[config.mk]
export PLATFORM = sky130hd
export DESIGN_NAME = gray_conv_sched_flat
export DESIGN_NICKNAME = d
export VERILOG_FILES = /design/src/rtl/gray_sched_pkg.sv /design/src/rtl/gray_conv_sched_if.sv /design/src/rtl/gray_conv_core.sv /design/src/rtl/gray_conv_sched.sv /design/src/flat_wrapper.sv
export SDC_FILE = /design/constraint.sdc
export NUM_CORES = 1
export LEC_CHECK = 0
export ABC_AREA = 1
export BUFFER_PORTS_ARGS = -buffer_cell sky130_fd_sc_hd__buf_2
export CAP_MARGIN = 0
export CORE_UTILIZATION = 45
export DETAILED_ROUTE_END_ITERATION = 10
export PLACE_DENSITY = 0.72
export SLEW_MARGIN = 30
export SYNTH_ARGS = -nofsm -noshare
export SYNTH_HDL_FRONTEND = slang
export SYNTH_SLANG_ARGS = --single-unit
[constraint.sdc]
create_clock -name clk -period 3.55 [get_ports clk]
set_clock_uncertainty 0.05 [all_clocks]
set_input_delay 0.71 -clock clk [delete_from_list [all_inputs] [get_ports clk]]
set_output_delay 0.71 -clock clk [all_outputs]
set_load 0.02 [all_outputs]
[src/rtl/gray_sched_pkg.sv]
// Shared types, direction constants and code-conversion functions for the
// binary/Gray conversion scheduler.
package gray_sched_pkg;

  typedef enum logic [1:0] {
    IDLE = 2'd0,
    CONV = 2'd1,
    RESP = 2'd2
  } sched_state_e;

  localparam logic DIR_B2G = 1'b0;
  localparam logic DIR_G2B = 1'b1;

  // Functions work on a fixed container; callers zero-extend and pass their width.
  localparam int CODE_MAX_W = 32;

  function automatic logic [CODE_MAX_W-1:0] width_mask(input int w);
    logic [CODE_MAX_W-1:0] m;
    m = '0;
    for (int i = 0; i < CODE_MAX_W; i++) m[i] = (i < w);
    return m;
  endfunction

  function automatic logic [CODE_MAX_W-1:0] bin2gray(input logic [CODE_MAX_W-1:0] b,
                                                     input int w);
    logic [CODE_MAX_W-1:0] bb;
    bb = b & width_mask(w);
    return bb ^ (bb >> 1);
  endfunction

  function automatic logic [CODE_MAX_W-1:0] gray2bin(input logic [CODE_MAX_W-1:0] g,
                                                     input int w);
    logic [CODE_MAX_W-1:0] gg;
    logic [CODE_MAX_W-1:0] b;
    gg = g & width_mask(w);
    b = '0;
    b[CODE_MAX_W-1] = gg[CODE_MAX_W-1];
    for (int i = CODE_MAX_W - 2; i >= 0; i--) b[i] = b[i+1] ^ gg[i];
    return b;
  endfunction

endpackage

[src/rtl/gray_conv_sched_if.sv]
// Request and response bundle between requesters, the scheduler and the
// consumer of converted codes.
interface gray_conv_sched_if #(
  parameter int N_REQ = 4,
  parameter int WIDTH = 4
);
  localparam int ID_W = $clog2(N_REQ);

  // Handshake: a transfer happens on a rising edge where valid and ready are
  // both high. A source holds valid and its payload stable until that edge;
  // ready may depend combinationally on valid.
  logic [N_REQ-1:0]       req_valid;
  logic [N_REQ-1:0]       req_ready;
  logic [N_REQ*WIDTH-1:0] req_data;
  logic [N_REQ-1:0]       req_dir;
  logic                   rsp_valid;
  logic                   rsp_ready;
  logic [WIDTH-1:0]       rsp_data;
  logic [ID_W-1:0]        rsp_id;

  modport master (
    output req_valid, req_data, req_dir, rsp_ready,
    input  req_ready, rsp_valid, rsp_data, rsp_id
  );

  modport slave (
    input  req_valid, req_data, req_dir, rsp_ready,
    output req_ready, rsp_valid, rsp_data, rsp_id
  );

endinterface

[src/rtl/gray_conv_core.sv]
// Combinational binary<->Gray converter; the single shared conversion resource.
module gray_conv_core
  import gray_sched_pkg::*;
#(
  parameter int WIDTH = 4
) (
  input  logic             dir,
  input  logic [WIDTH-1:0] din,
  output logic [WIDTH-1:0] dout
);

  always_comb begin
    if (dir == DIR_G2B) dout = WIDTH'(gray2bin(CODE_MAX_W'(din), WIDTH));
    else                dout = WIDTH'(bin2gray(CODE_MAX_W'(din), WIDTH));
  end

endmodule

[src/rtl/gray_conv_sched.sv]
// Round-robin scheduler routing N_REQ requesters through one Gray converter;
// one request in flight at a time (IDLE -> CONV -> RESP).
module gray_conv_sched
  import gray_sched_pkg::*;
#(
  parameter int N_REQ = 4,
  parameter int WIDTH = 4
) (
  input  logic               clk,
  input  logic               rst_n,
  gray_conv_sched_if.slave   bus,
  output sched_state_e       dbg_state
);

  localparam int ID_W = $clog2(N_REQ);

  sched_state_e     state, state_nxt;
  logic [ID_W-1:0]  rr_ptr;
  logic [ID_W-1:0]  grant_id;
  logic             grant_found;
  logic [ID_W-1:0]  cap_id;
  logic [WIDTH-1:0] cap_data;
  logic             cap_dir;
  logic [WIDTH-1:0] conv_out;
  logic [WIDTH-1:0] rsp_data_q;
  logic [ID_W-1:0]  rsp_id_q;
  logic             accept;
  logic             rsp_fire;

  // First valid requester at or after rr_ptr, wrapping.
  always_comb begin
    grant_found = 1'b0;
    grant_id    = '0;
    for (int i = 0; i < N_REQ; i++) begin
      if (!grant_found && bus.req_valid[(int'(rr_ptr) + i) % N_REQ]) begin
        grant_found = 1'b1;
        grant_id    = ID_W'((int'(rr_ptr) + i) % N_REQ);
      end
    end
  end

  assign accept   = (state == IDLE) && grant_found;
  assign rsp_fire = (state == RESP) && bus.rsp_ready;

  always_ff @(posedge clk or negedge rst_n) begin
    if (!rst_n) state <= IDLE;
    else        state <= state_nxt;
  end

  always_comb begin
    state_nxt = state;
    case (state)
      IDLE:    if (accept) state_nxt = CONV;
      CONV:    state_nxt = RESP;
      RESP:    if (rsp_fire) state_nxt = IDLE;
      default: state_nxt = IDLE;
    endcase
  end

  gray_conv_core #(.WIDTH(WIDTH)) u_core (
    .dir  (cap_dir),
    .din  (cap_data),
    .dout (conv_out)
  );

  always_ff @(posedge clk or negedge rst_n) begin
    if (!rst_n) begin
      rr_ptr     <= '0;
      cap_id     <= '0;
      cap_data   <= '0;
      cap_dir    <= DIR_B2G;
      rsp_data_q <= '0;
      rsp_id_q   <= '0;
    end else begin
      if (accept) begin
        cap_id   <= grant_id;
        cap_data <= bus.req_data[grant_id*WIDTH +: WIDTH];
        cap_dir  <= bus.req_dir[grant_id];
      end
      if (state == CONV) begin
        rsp_data_q <= conv_out;
        rsp_id_q   <= cap_id;
      end
      // Pointer moves past the served requester only once its result is taken.
      if (rsp_fire) rr_ptr <= (cap_id == ID_W'(N_REQ - 1)) ? '0 : cap_id + 1'b1;
    end
  end

  // Gated by rst_n so grants vanish the moment reset asserts.
  assign bus.req_ready = (accept && rst_n) ? (N_REQ'(1) << grant_id) : '0;
  assign bus.rsp_valid = (state == RESP);
  assign bus.rsp_data  = rsp_data_q;
  assign bus.rsp_id    = rsp_id_q;
  assign dbg_state     = state;

endmodule

[src/flat_wrapper.sv]
// flat-port wrapper written by rule: the top's interface ports become plain ports
module gray_conv_sched_flat import gray_sched_pkg::*;
#(
  parameter int N_REQ = 4,
  parameter int WIDTH = 4
)
  (clk, rst_n, dbg_state, bus_req_valid, bus_req_data, bus_req_dir, bus_rsp_ready, bus_req_ready, bus_rsp_valid, bus_rsp_data, bus_rsp_id);
  gray_conv_sched_if #(.N_REQ(N_REQ), .WIDTH(WIDTH)) bus_i ();
  input  logic clk;
  input  logic rst_n;
  output sched_state_e dbg_state;
  input wire logic [$bits(bus_i.req_valid)-1:0] bus_req_valid;
  input wire logic [$bits(bus_i.req_data)-1:0] bus_req_data;
  input wire logic [$bits(bus_i.req_dir)-1:0] bus_req_dir;
  input wire logic [$bits(bus_i.rsp_ready)-1:0] bus_rsp_ready;
  output wire logic [$bits(bus_i.req_ready)-1:0] bus_req_ready;
  output wire logic [$bits(bus_i.rsp_valid)-1:0] bus_rsp_valid;
  output wire logic [$bits(bus_i.rsp_data)-1:0] bus_rsp_data;
  output wire logic [$bits(bus_i.rsp_id)-1:0] bus_rsp_id;
  assign bus_i.req_valid = bus_req_valid;
  assign bus_i.req_data = bus_req_data;
  assign bus_i.req_dir = bus_req_dir;
  assign bus_i.rsp_ready = bus_rsp_ready;
  assign bus_req_ready = bus_i.req_ready;
  assign bus_rsp_valid = bus_i.rsp_valid;
  assign bus_rsp_data = bus_i.rsp_data;
  assign bus_rsp_id = bus_i.rsp_id;
  gray_conv_sched #(.N_REQ(N_REQ), .WIDTH(WIDTH)) u_core (.clk(clk), .rst_n(rst_n), .bus(bus_i), .dbg_state(dbg_state));
endmodule
Word level (Yosys, flattened, before mapping)
Cells that the tools add are included.
Widths: inputs -> output; s select.
{"block": "totals", "elab_cells": 71, "regBits": 17, "out_inout_bits": 13, "in_bits": 27}
{"block": "classes", "bitwise": 7, "shift": 2, "n_reduce_logical": 14, "magnitude_cmp": 5, "add_sub_neg": 4, "muxes": 27, "eq_ne": 5}
{"cell": "$shiftx 16x5->4", "n": 1}
{"cell": "$mux 2", "n": 7}
{"cell": "$lt 3x4->1 const B", "n": 3}
{"cell": "$mux 1", "n": 12}
{"cell": "$bmux 1 s2", "n": 5}
{"cell": "$mux 4", "n": 2}
{"cell": "$logic_and 1x1->1", "n": 6}
{"cell": "$lt 2x3->1 const B", "n": 2}
{"cell": "$pmux 2 s3", "n": 1}
{"cell": "$reduce_or 2->1", "n": 3}
{"cell": "$add 2x1->2 const B", "n": 2}
{"cell": "$add 2x2->2 const B", "n": 2}
{"cell": "$eq 2x2->1 const B", "n": 2}
{"cell": "$ne 2x1->1 const B", "n": 2}
{"cell": "$shl 1x2->4 const A", "n": 1}
{"cell": "$xor 4x3->4", "n": 1}
{"cell": "$and 1x1->1 const A", "n": 3}
{"cell": "$logic_not 1->1", "n": 3}
{"cell": "$xor 1x1->1", "n": 3}
{"cell": "$eq 2x1->1 const B", "n": 1}
{"cell": "$logic_not 2->1", "n": 1}
{"cell": "$reduce_and 2->1", "n": 1}

Depth between registers and ports, before layout
Gate-level depths: netlist (run 1).
{"block": "depth", "depth_word": 17, "mapped_depth": 16, "mapped_depth_nobuf": 15}

By module
Synthesis (run 1) repeated with hierarchy kept, for this count alone.
{"block": "unflattened", "cells_unflattened": 190, "area_unflattened_um2": 1246.2}
{"module": "gray_conv_sched", "cells_per_inst": 170, "area_each_um2": 1148.6, "instances": 1}
{"module": "gray_conv_core", "cells_per_inst": 20, "area_each_um2": 97.6, "instances": 1}

Worst setup path after synthesis (run 1)
No wires, ideal clock.
{"block": "synth_timing", "kind": "input-to-output", "from": "input bus_req_valid[1]", "to": "output bus_req_ready[0]", "n_path_buf": 1, "t_arrival_ns": 2.009, "cell_stages": 12, "path_slack_ns": 0.781, "path_cell_list": "inv_1 nand2_1 nand2_1 nand2_2 nand2_1 nor2_1 nor2_2 nand2_2 nand2_4 buf_12 inv_1 nor3_1"}
{"block": "synth_between", "elab_chain_cells": 15, "word_cells_on_any_way": 29, "classes_between": "shift (1); mux (20); reduce/logical (8)"}
{"element": "start: declaration", "line": "flat_wrapper.sv:12", "source": "input wire logic [$bits(bus_i.req_valid)-1:0] bus_req_valid;"}
{"element": "$bmux 1 s2", "line": "gray_conv_sched.sv:35", "source": "if (!grant_found && bus.req_valid[(int'(rr_ptr) + i) % N_REQ]) begin"}
{"element": "$mux 1 (implied by the code)", "line": "gray_conv_sched.sv:35"}
{"element": "$mux 1", "line": "gray_conv_sched.sv:35"}
{"element": "$logic_not 1->1", "line": "gray_conv_sched.sv:35"}
{"element": "$logic_and 1x1->1", "line": "gray_conv_sched.sv:35"}
{"element": "$mux 1", "line": "gray_conv_sched.sv:35"}
{"element": "$logic_not 1->1", "line": "gray_conv_sched.sv:35"}
{"element": "$logic_and 1x1->1", "line": "gray_conv_sched.sv:35"}
{"element": "$mux 1", "line": "gray_conv_sched.sv:35"}
{"element": "$logic_not 1->1", "line": "gray_conv_sched.sv:35"}
{"element": "$logic_and 1x1->1", "line": "gray_conv_sched.sv:35"}
{"element": "$mux 1", "line": "gray_conv_sched.sv:35"}
{"element": "$logic_and 1x1->1", "line": "gray_conv_sched.sv:42", "source": "assign accept = (state == IDLE) && grant_found;"}
{"element": "$logic_and 1x1->1", "line": "gray_conv_sched.sv:90", "source": "assign bus.req_ready = (accept && rst_n) ? (N_REQ'(1) << grant_id) : '0;"}
{"element": "$mux 4 (*)", "line": "gray_conv_sched.sv:90"}
{"element": "end: declaration", "line": "flat_wrapper.sv:16", "source": "output wire logic [$bits(bus_i.req_ready)-1:0] bus_req_ready;"}
Mark *: on every way between the ends. The rest lies on a longest branch, timed or not. The select of a mux whose other input is x is not followed.

Final worst setup path (run 1)
{"block": "layout_timing", "from": "register u_core.rr_ptr[0]", "to": "output bus_req_ready[2]"}
{"block": "layout_between", "elab_chain_cells": 15, "word_cells_on_any_way": 32, "classes_between": "add/sub (3); shift (1); mux (20); reduce/logical (8)"}
{"element": "start: declaration", "line": "gray_conv_sched.sv:18", "source": "logic [ID_W-1:0] rr_ptr;"}
{"element": "start signal: assignment", "line": "gray_conv_sched.sv:85", "source": "if (rsp_fire) rr_ptr <= (cap_id == ID_W'(N_REQ - 1)) ? '0 : cap_id + 1'b1;"}
{"element": "$add 2x1->2 or $bmux 1 s2 (tied branches)", "line": "gray_conv_sched.sv:35, gray_conv_sched.sv:37"}
{"element": "$bmux 1 s2 or $mux 1 (tied branches)", "line": "gray_conv_sched.sv:35"}
{"element": "$mux 1 (implied by the code)", "line": "gray_conv_sched.sv:35"}
{"element": "$mux 1 (implied by the code) or $logic_not 1->1 (tied branches)", "line": "gray_conv_sched.sv:35"}
{"element": "$logic_and 1x1->1", "line": "gray_conv_sched.sv:35"}
{"element": "$mux 1", "line": "gray_conv_sched.sv:35"}
{"element": "$logic_not 1->1", "line": "gray_conv_sched.sv:35"}
{"element": "$logic_and 1x1->1", "line": "gray_conv_sched.sv:35"}
{"element": "$mux 1", "line": "gray_conv_sched.sv:35"}
{"element": "$logic_not 1->1", "line": "gray_conv_sched.sv:35"}
{"element": "$logic_and 1x1->1", "line": "gray_conv_sched.sv:35"}
{"element": "$mux 1", "line": "gray_conv_sched.sv:35"}
{"element": "$logic_and 1x1->1", "line": "gray_conv_sched.sv:42"}
{"element": "$logic_and 1x1->1", "line": "gray_conv_sched.sv:90"}
{"element": "$mux 4 (*)", "line": "gray_conv_sched.sv:90"}
Marked as above.

==> flow_metrics.env, run 1 <==
export IMPL_status="finished clean"
export IMPL_port_buffer_count=39
export IMPL_timing_final_ws_setup_ns=0.3199
export IMPL_ys_flop_type="dfrtp_1"
export IMPL_grt_max_degree=19
export IMPL_vdd_drop_max_uv=646.7
export IMPL_yosysSeqAreaShare=0.3363
export IMPL_path_cells="inv_1 -> nand2_1 -> nand3_2 -> nand2_2 -> a21oi_1 -> nand2_1 -> nand2_4 -> inv_1 -> nor3_1 -> buf_2"
export IMPL_p_clk_frac=0.064
export IMPL_clk_latency_ns=0.30
export IMPL_grtUsageTotal=0.2043
export IMPL_area_growth_pct=16.72
export IMPL_final_cell_mix="nand2_1, buf_2, nand2_2, dfrtp_1, nand3_1"
export IMPL_cts_root_buf="clkbuf_4"
export IMPL_startpoint_type="register"
export IMPL_netlist_instances=189
export IMPL_ys_ff_latch=17
export IMPL_synth_area_mm2=0.001265
export IMPL_p_leak_nw=0.8681
export IMPL_n_antenna_cell=0
export IMPL_setup_tns_final_ns=0
export IMPL_synth_edf_count=0
export IMPL_setup_viol=0
export IMPL_hold_class="in2async"
export IMPL_worstPathRequired_ns=2.79
export IMPL_ctsHoldBuffers=0
export IMPL_slew_headroom=0.7369
export IMPL_cts_tree="done"
export IMPL_min_period_ns=3.230
export IMPL_drv_cap=0
export IMPL_core_area_mm2=0.002567
export IMPL_clockBufferDepth=2
export IMPL_drv_slew=0
export IMPL_end_kind="primary output"
export IMPL_wl_per_cell_um=9.779
export IMPL_path_buf_inv=3
export IMPL_power_mw=1.625
export IMPL_fin_area_mm2=0.001476
export IMPL_hold_viol=0
export IMPL_firstDrtPassIters=4
export IMPL_dpl_cell_area_mm2=0.001448
export IMPL_met2_length_um=1050
export IMPL_dr_wl_met3_um=118
export IMPL_cts_repair_resized=0
export IMPL_die_h_um=55.02
export IMPL_place_congestion=0.8250
export IMPL_layout_commonest_cell="nand2_1"
export IMPL_final_util=0.5750
export IMPL_routed_top_layer="met4"
export IMPL_clk_pin_slew_ns=0.10
export IMPL_die_area_mm2=0.003027
export IMPL_power_switching_share=0.5601
export IMPL_via_per_inst=4.760
export IMPL_fin_crit_sh=0.9099
export IMPL_dp_cells=254
export IMPL_p_seq_frac=0.233
export IMPL_drive_gt1_frac=0.3202
export IMPL_cp_slowest_stage_delay_ns=0.50
export IMPL_layout_nets=257
export IMPL_synth_cell_types=24
export IMPL_ant_nets=0
export IMPL_antenna_found_initial=0
export IMPL_power_frac_comb=0.703
export IMPL_cp_slowest_cell="dfrtp_2"
export IMPL_drc_errors=0
export IMPL_cts_sinks=17
export IMPL_num_vias=1228
export IMPL_yosys_warnings=0
export IMPL_arrival_ns=2.47
export IMPL_grt_pass1_wl_um=4367
export IMPL_stdcell_count=258
export IMPL_overflow=0
export IMPL_floorplan_initialDensity=0.4927
export IMPL_p_int_mw=0.7148
export IMPL_numCtsBuffers=3
export IMPL_h_tree_depth=1
export IMPL_synth_nets=217
export IMPL_grt_pass1_vias=1082
export IMPL_synthArstFlopShare=1.000
export IMPL_hold_ws_ns=0.2692
export IMPL_drt_met1_wl_um=1289
export IMPL_worstSetupPathType="reg2out"
export IMPL_cp_max_fo=14
export IMPL_wirelength_um=2523
export IMPL_rsz0062_at_grt="false"
export IMPL_fmax_mhz=309.6
export IMPL_critical_path_top_delay_family="simple AND/OR/NAND/NOR gates"
export IMPL_worst_pin_slew_ns=0.3947
export IMPL_hpwl_um=1976
export IMPL_fp_row_count=18
export IMPL_cts_setup_buffers=0
export IMPL_switchingPower_mw=0.9102
export IMPL_drt_iter0_drc=28
export IMPL_syn_area_per_cell_um2=6.693
export IMPL_ioPinCount=40
export IMPL_pre_cts_ws_ns=0.5181
export IMPL_die_w_um=55.02
export IMPL_power_density_mw_per_mm2=1101
[layer usage]
metal / GRT usage / vias up
li1: - / 675
met1: 0.2650 / 511
met2: 0.3173 / 38
met3: 0.03552 / 4
met4: 0.1167 / 0
met5: 0 / -
[logic make-up after synthesis]
family / count (synthesis) / synth area share
buffers and inverters: 18 / 0.08111
AND/OR/NAND/NOR: 138 / 0.4985
AO/OA/AOI/OAI: 12 / 0.05342
XOR/XNOR: 3 / 0.02078
flip-flops: 17 / 0.3363
adder cells (fa/ha/maj): 1 / 0.009890
[power groups by stage]
| stage | sequential [mW] | clock (mW) | combinational [mW] |
|---|---|---|---|
| final | 0.378 | 0.104 | 1.14 |
| after global placement | 0.378 | 0 | 1.14 |
| after detailed placement | 0.381 | 0 | 1.15 |
| after global routing | 0.397 | 0.119 | 1.32 |
| after floorplan | 0.405 | 0 | 0.988 |
| after CTS | 0.377 | 0.112 | 1.16 |
[path summary, 6_finish.rpt]
check                                     startpoint                    to  slack (ns)  depth (start not counted)
worst max-delay path                u_core.rr_ptr[0]      bus_req_ready[2]        0.32                         10
worst min-delay path                           rst_n   u_core.dbg_state[0]        0.27                          1
worst max register to register      u_core.rr_ptr[0]        u_core.cap_dir        1.41                         13
worst min register to register  u_core.bus.rsp_id[1]  u_core.bus.rsp_id[1]        0.43                          2
max in group asynchronous                      rst_n      u_core.rr_ptr[0]        2.87                          1
min in group clk                u_core.bus.rsp_id[1]  u_core.bus.rsp_id[1]        0.43                          2
[sequential cells by signal (all words and copies together), names as in the netlist]
register / flops
u_core.cap_data: 4
u_core.bus.rsp_id: 2
u_core.bus.rsp_data: 4
u_core.cap_dir: 1
u_core.rr_ptr: 2
u_core.cap_id: 2
u_core.dbg_state: 2
[worst reg2reg max path, delay by kind of cell, from the launching register on]
family | cells | cell delay (ns)
DFF | 1 | 0.50
AOI/OAI and AO/OA | 1 | 0.12
buffers and inverters | 1 | 0.23
and+or+nand+nor | 11 | 1.17
[cell type report]
type                       count  area, um^2
tap                           30       37.54
clock buffer                   3       22.52
sequential                    17       426.7
clock inverter                 1       5.005
inverter                      14       52.55
fill                         277        1091
multi-input combinational    154       737.0
timing repair buffer          39       195.2
[Yosys cell counts, types with 2 or more instances]
library cell | instances | share of area
nand2_1 | 86 | 0.26
nand2_2 | 19 | 0.094
dfrtp_1 | 17 | 0.34
nand3_1 | 15 | 0.059
inv_1 | 11 | 0.033
nor2_1 | 7 | 0.021
o21ai_0 | 6 | 0.024
nor3_1 | 4 | 0.016
a21oi_1 | 3 | 0.012
inv_2 | 3 | 0.0089
buf_6 | 2 | 0.018
nand3_2 | 2 | 0.016
nor2_4 | 2 | 0.018
xnor2_1 | 2 | 0.014
Power figures use the tool's default switching activity.
==> run 2: changes to the inputs <==
Settings changed: ABC_AREA 1 to default, ABC_CLOCK_PERIOD_IN_PS from default to 3550, PLACE_DENSITY 0.72 to 0.76.
==> flow_metrics.env, run 2 <==
export IMPL_status="finished clean"
export IMPL_yosys_cell_count_top_type="dfrtp_1"
export IMPL_p_clk_frac=0.105
export IMPL_clk_latency_ns=0.29
export IMPL_drt_iter0_drc=14
export IMPL_layout_nets=162
export IMPL_num_vias=804
export IMPL_p_int_mw=0.5662
export IMPL_ctsHoldBuffers=0
export IMPL_wirelength_um=1855
export IMPL_final_cell_mix="buf_2, dfrtp_1, nand2_1, mux2i_1"
export IMPL_netlist_instances=93
export IMPL_synth_xor_area_frac=0.04587
export IMPL_dpl_cell_area_mm2=0.001160
export IMPL_fin_crit_sh=0.7561
export IMPL_via_per_inst=5.025
export IMPL_p_leak_nw=0.6140
export IMPL_r2r_worst_path_cells=5
export IMPL_synthSimpleGateAreaFrac=0.1376
export IMPL_muxShareOfSynthArea=0.1520
export IMPL_power_switching_share=0.4354
export IMPL_slew_headroom=0.7177
export IMPL_antenna_found_initial=0
export IMPL_yosys_top_cells_area="dfrtp_1, mux2i_1, nand2_1, mux2_2, o221ai_1"
export IMPL_yosysSeqAreaShare=0.4456
export IMPL_min_period_ns=2.684
export IMPL_synth_top_family_by_area="compound AO/OA/AOI/OAI gates"
export IMPL_cts_root_buf="clkbuf_4"
export IMPL_core_area_mm2=0.001982
export IMPL_reg2reg_from="u_core.rr_ptr[1]"
export IMPL_clk_pin_slew_ns=0.10
export IMPL_fp_row_count=16
export IMPL_fin_area_mm2=0.001187
export IMPL_synth_top_cell_area_share=0.4456
export IMPL_ioPinCount=40
export IMPL_cts_sinks=17
export IMPL_switchingPower_mw=0.4366
export IMPL_layout_commonest_cell="buf_2"
export IMPL_hold_class="in2async"
export IMPL_syn_area_per_cell_um2=10.27
export IMPL_cts_tree="done"
export IMPL_h_tree_depth=1
export IMPL_numCtsBuffers=3
export IMPL_port_buffer_count=39
export IMPL_die_area_mm2=0.002310
export IMPL_power_density_mw_per_mm2=844.5
export IMPL_rsz0062_at_grt="false"
export IMPL_cts_repair_resized=0
export IMPL_cts_setup_buffers=0
export IMPL_drv_slew=0
export IMPL_cp_max_fo=9
export IMPL_synth_edf_count=0
export IMPL_worstPathRequired_ns=2.79
export IMPL_die_w_um=48.06
export IMPL_drv_cap=0
export IMPL_synth_nets=121
export IMPL_wl_per_cell_um=11.59
export IMPL_synth_cell_types=30
export IMPL_die_h_um=48.06
export IMPL_arrival_ns=1.92
export IMPL_power_frac_comb=0.527
export IMPL_yosys_top_cells_count="dfrtp_1, nand2_1, mux2i_1, nor2_1, o221ai_1"
export IMPL_end_kind="primary output"
export IMPL_p_seq_frac=0.368
export IMPL_fmax_mhz=372.5
export IMPL_floorplan_initialDensity=0.4817
export IMPL_drive_gt1_frac=0.4060
export IMPL_worst_pin_slew_ns=0.4234
export IMPL_grtUsageTotal=0.1961
export IMPL_worstSetupPathType="in2out"
export IMPL_grt_pass1_vias=755
export IMPL_startpoint_type="input port"
export IMPL_synthArstFlopShare=1.000
export IMPL_ys_ff_latch=17
export IMPL_grt_max_degree=20
export IMPL_ys_flop_type="dfrtp_1"
export IMPL_synthAdderAreaFrac=0.01311
export IMPL_setup_tns_final_ns=0
export IMPL_hold_viol=0
export IMPL_setup_viol=0
export IMPL_area_growth_pct=24.38
export IMPL_r2r_setup_slack_ns=1.92
export IMPL_synth_compound_area_share=0.1560
export IMPL_regToRegEndpoint="u_core.cap_data[3]"
export IMPL_vdd_drop_max_uv=360.0
export IMPL_yosys_warnings=0
export IMPL_drc_errors=0
export IMPL_n_antenna_cell=0
export IMPL_grt_pass1_wl_um=3015
export IMPL_synth_top_cell_by_area="dfrtp_1"
export IMPL_clockBufferDepth=2
export IMPL_firstDrtPassIters=4
export IMPL_hpwl_um=1500
export IMPL_ant_nets=0
export IMPL_synth_area_um2=954.7
export IMPL_place_congestion=0.8227
export IMPL_overflow=0
## run 2: cell families (layout without fill, tap and decap cells)
family | after synthesis | in the layout
buf+inv | 8 | 48
flops | 17 | 17
compound gates | 19 | 19
simple gates | 29 | 29
xor+xnor | 5 | 5
mux | 14 | 14
fa+ha+maj | 1 | 1
## run 2: worst max-delay path by stage
stage / from / depth (start not counted) / slack (ns) / to
final: bus_req_valid[1] / 7 / 0.87 / bus_req_ready[1]
after global routing: bus_req_valid[1] / 7 / 0.76 / bus_req_ready[0]
after CTS: bus_req_valid[1] / 7 / 0.86 / bus_req_ready[1]
after detailed placement: bus_req_valid[1] / 7 / 0.87 / bus_req_ready[1]
after global placement: bus_req_valid[1] / 7 / 0.94 / bus_req_ready[0]
after floorplan: bus_req_valid[1] / 6 / 1.09 / bus_req_ready[1]
## run 2: stage by stage
stage / hold slack [ns] / utilization / cells / worst slack [ns] / power (mW)
global route: 0.2956 / 0.5991 / 160 / 0.7618 / 1.087
CTS: 0.2841 / 0.5991 / 160 / 0.8591 / 1.016
floorplan: 0.3644 / - / 93 / 1.086 / 0.7817
finish: 0.2750 / 0.5991 / 160 / 0.8658 / 1.003
detailed placement: 0.4181 / 0.5852 / 156 / 0.8716 / 0.9097
global placement: 0.4136 / 0.5852 / 156 / 0.9374 / 0.8876
## run 2: power groups by stage
| stage | clock (mW) | combinational [mW] | sequential, mW |
|---|---|---|---|
| after detailed placement | 0 | 0.535 | 0.375 |
| after global routing | 0.117 | 0.587 | 0.384 |
| after CTS | 0.110 | 0.537 | 0.370 |
| final | 0.105 | 0.528 | 0.369 |
| after global placement | 0 | 0.520 | 0.368 |
| after floorplan | 0 | 0.372 | 0.410 |
## run 2: critical path, stage by stage
cell and delay, ns:
buf_2 0.12, nor2_1 0.18, a311o_1 0.46, clkinv_4 0.12, nand3_1 0.13, nor2_1 0.05, buf_2 0.16
## run 2: final cells by class
cell class	count	area, um^2
clock buffers	3	22.52
clock inverters	1	5.005
fillers	162	794.5
inverters	5	23.77
multi-input cells	68	481.7
flip-flops and latches	17	425.4
well taps	27	33.78
repair buffers	39	195.2
## run 2: per-layer routing
layer / part of all wire / vias to the layer above / GRT usage / wire length (um)
li1: - / 412 / - / -
met1: 0.43 / 356 / 0.2094 / 801
met2: 0.49 / 31 / 0.3486 / 917
met3: 0.051 / 5 / 0.04906 / 95
met4: 0.022 / 0 / 0.1111 / 40
met5: 0 / - / 0 / 0
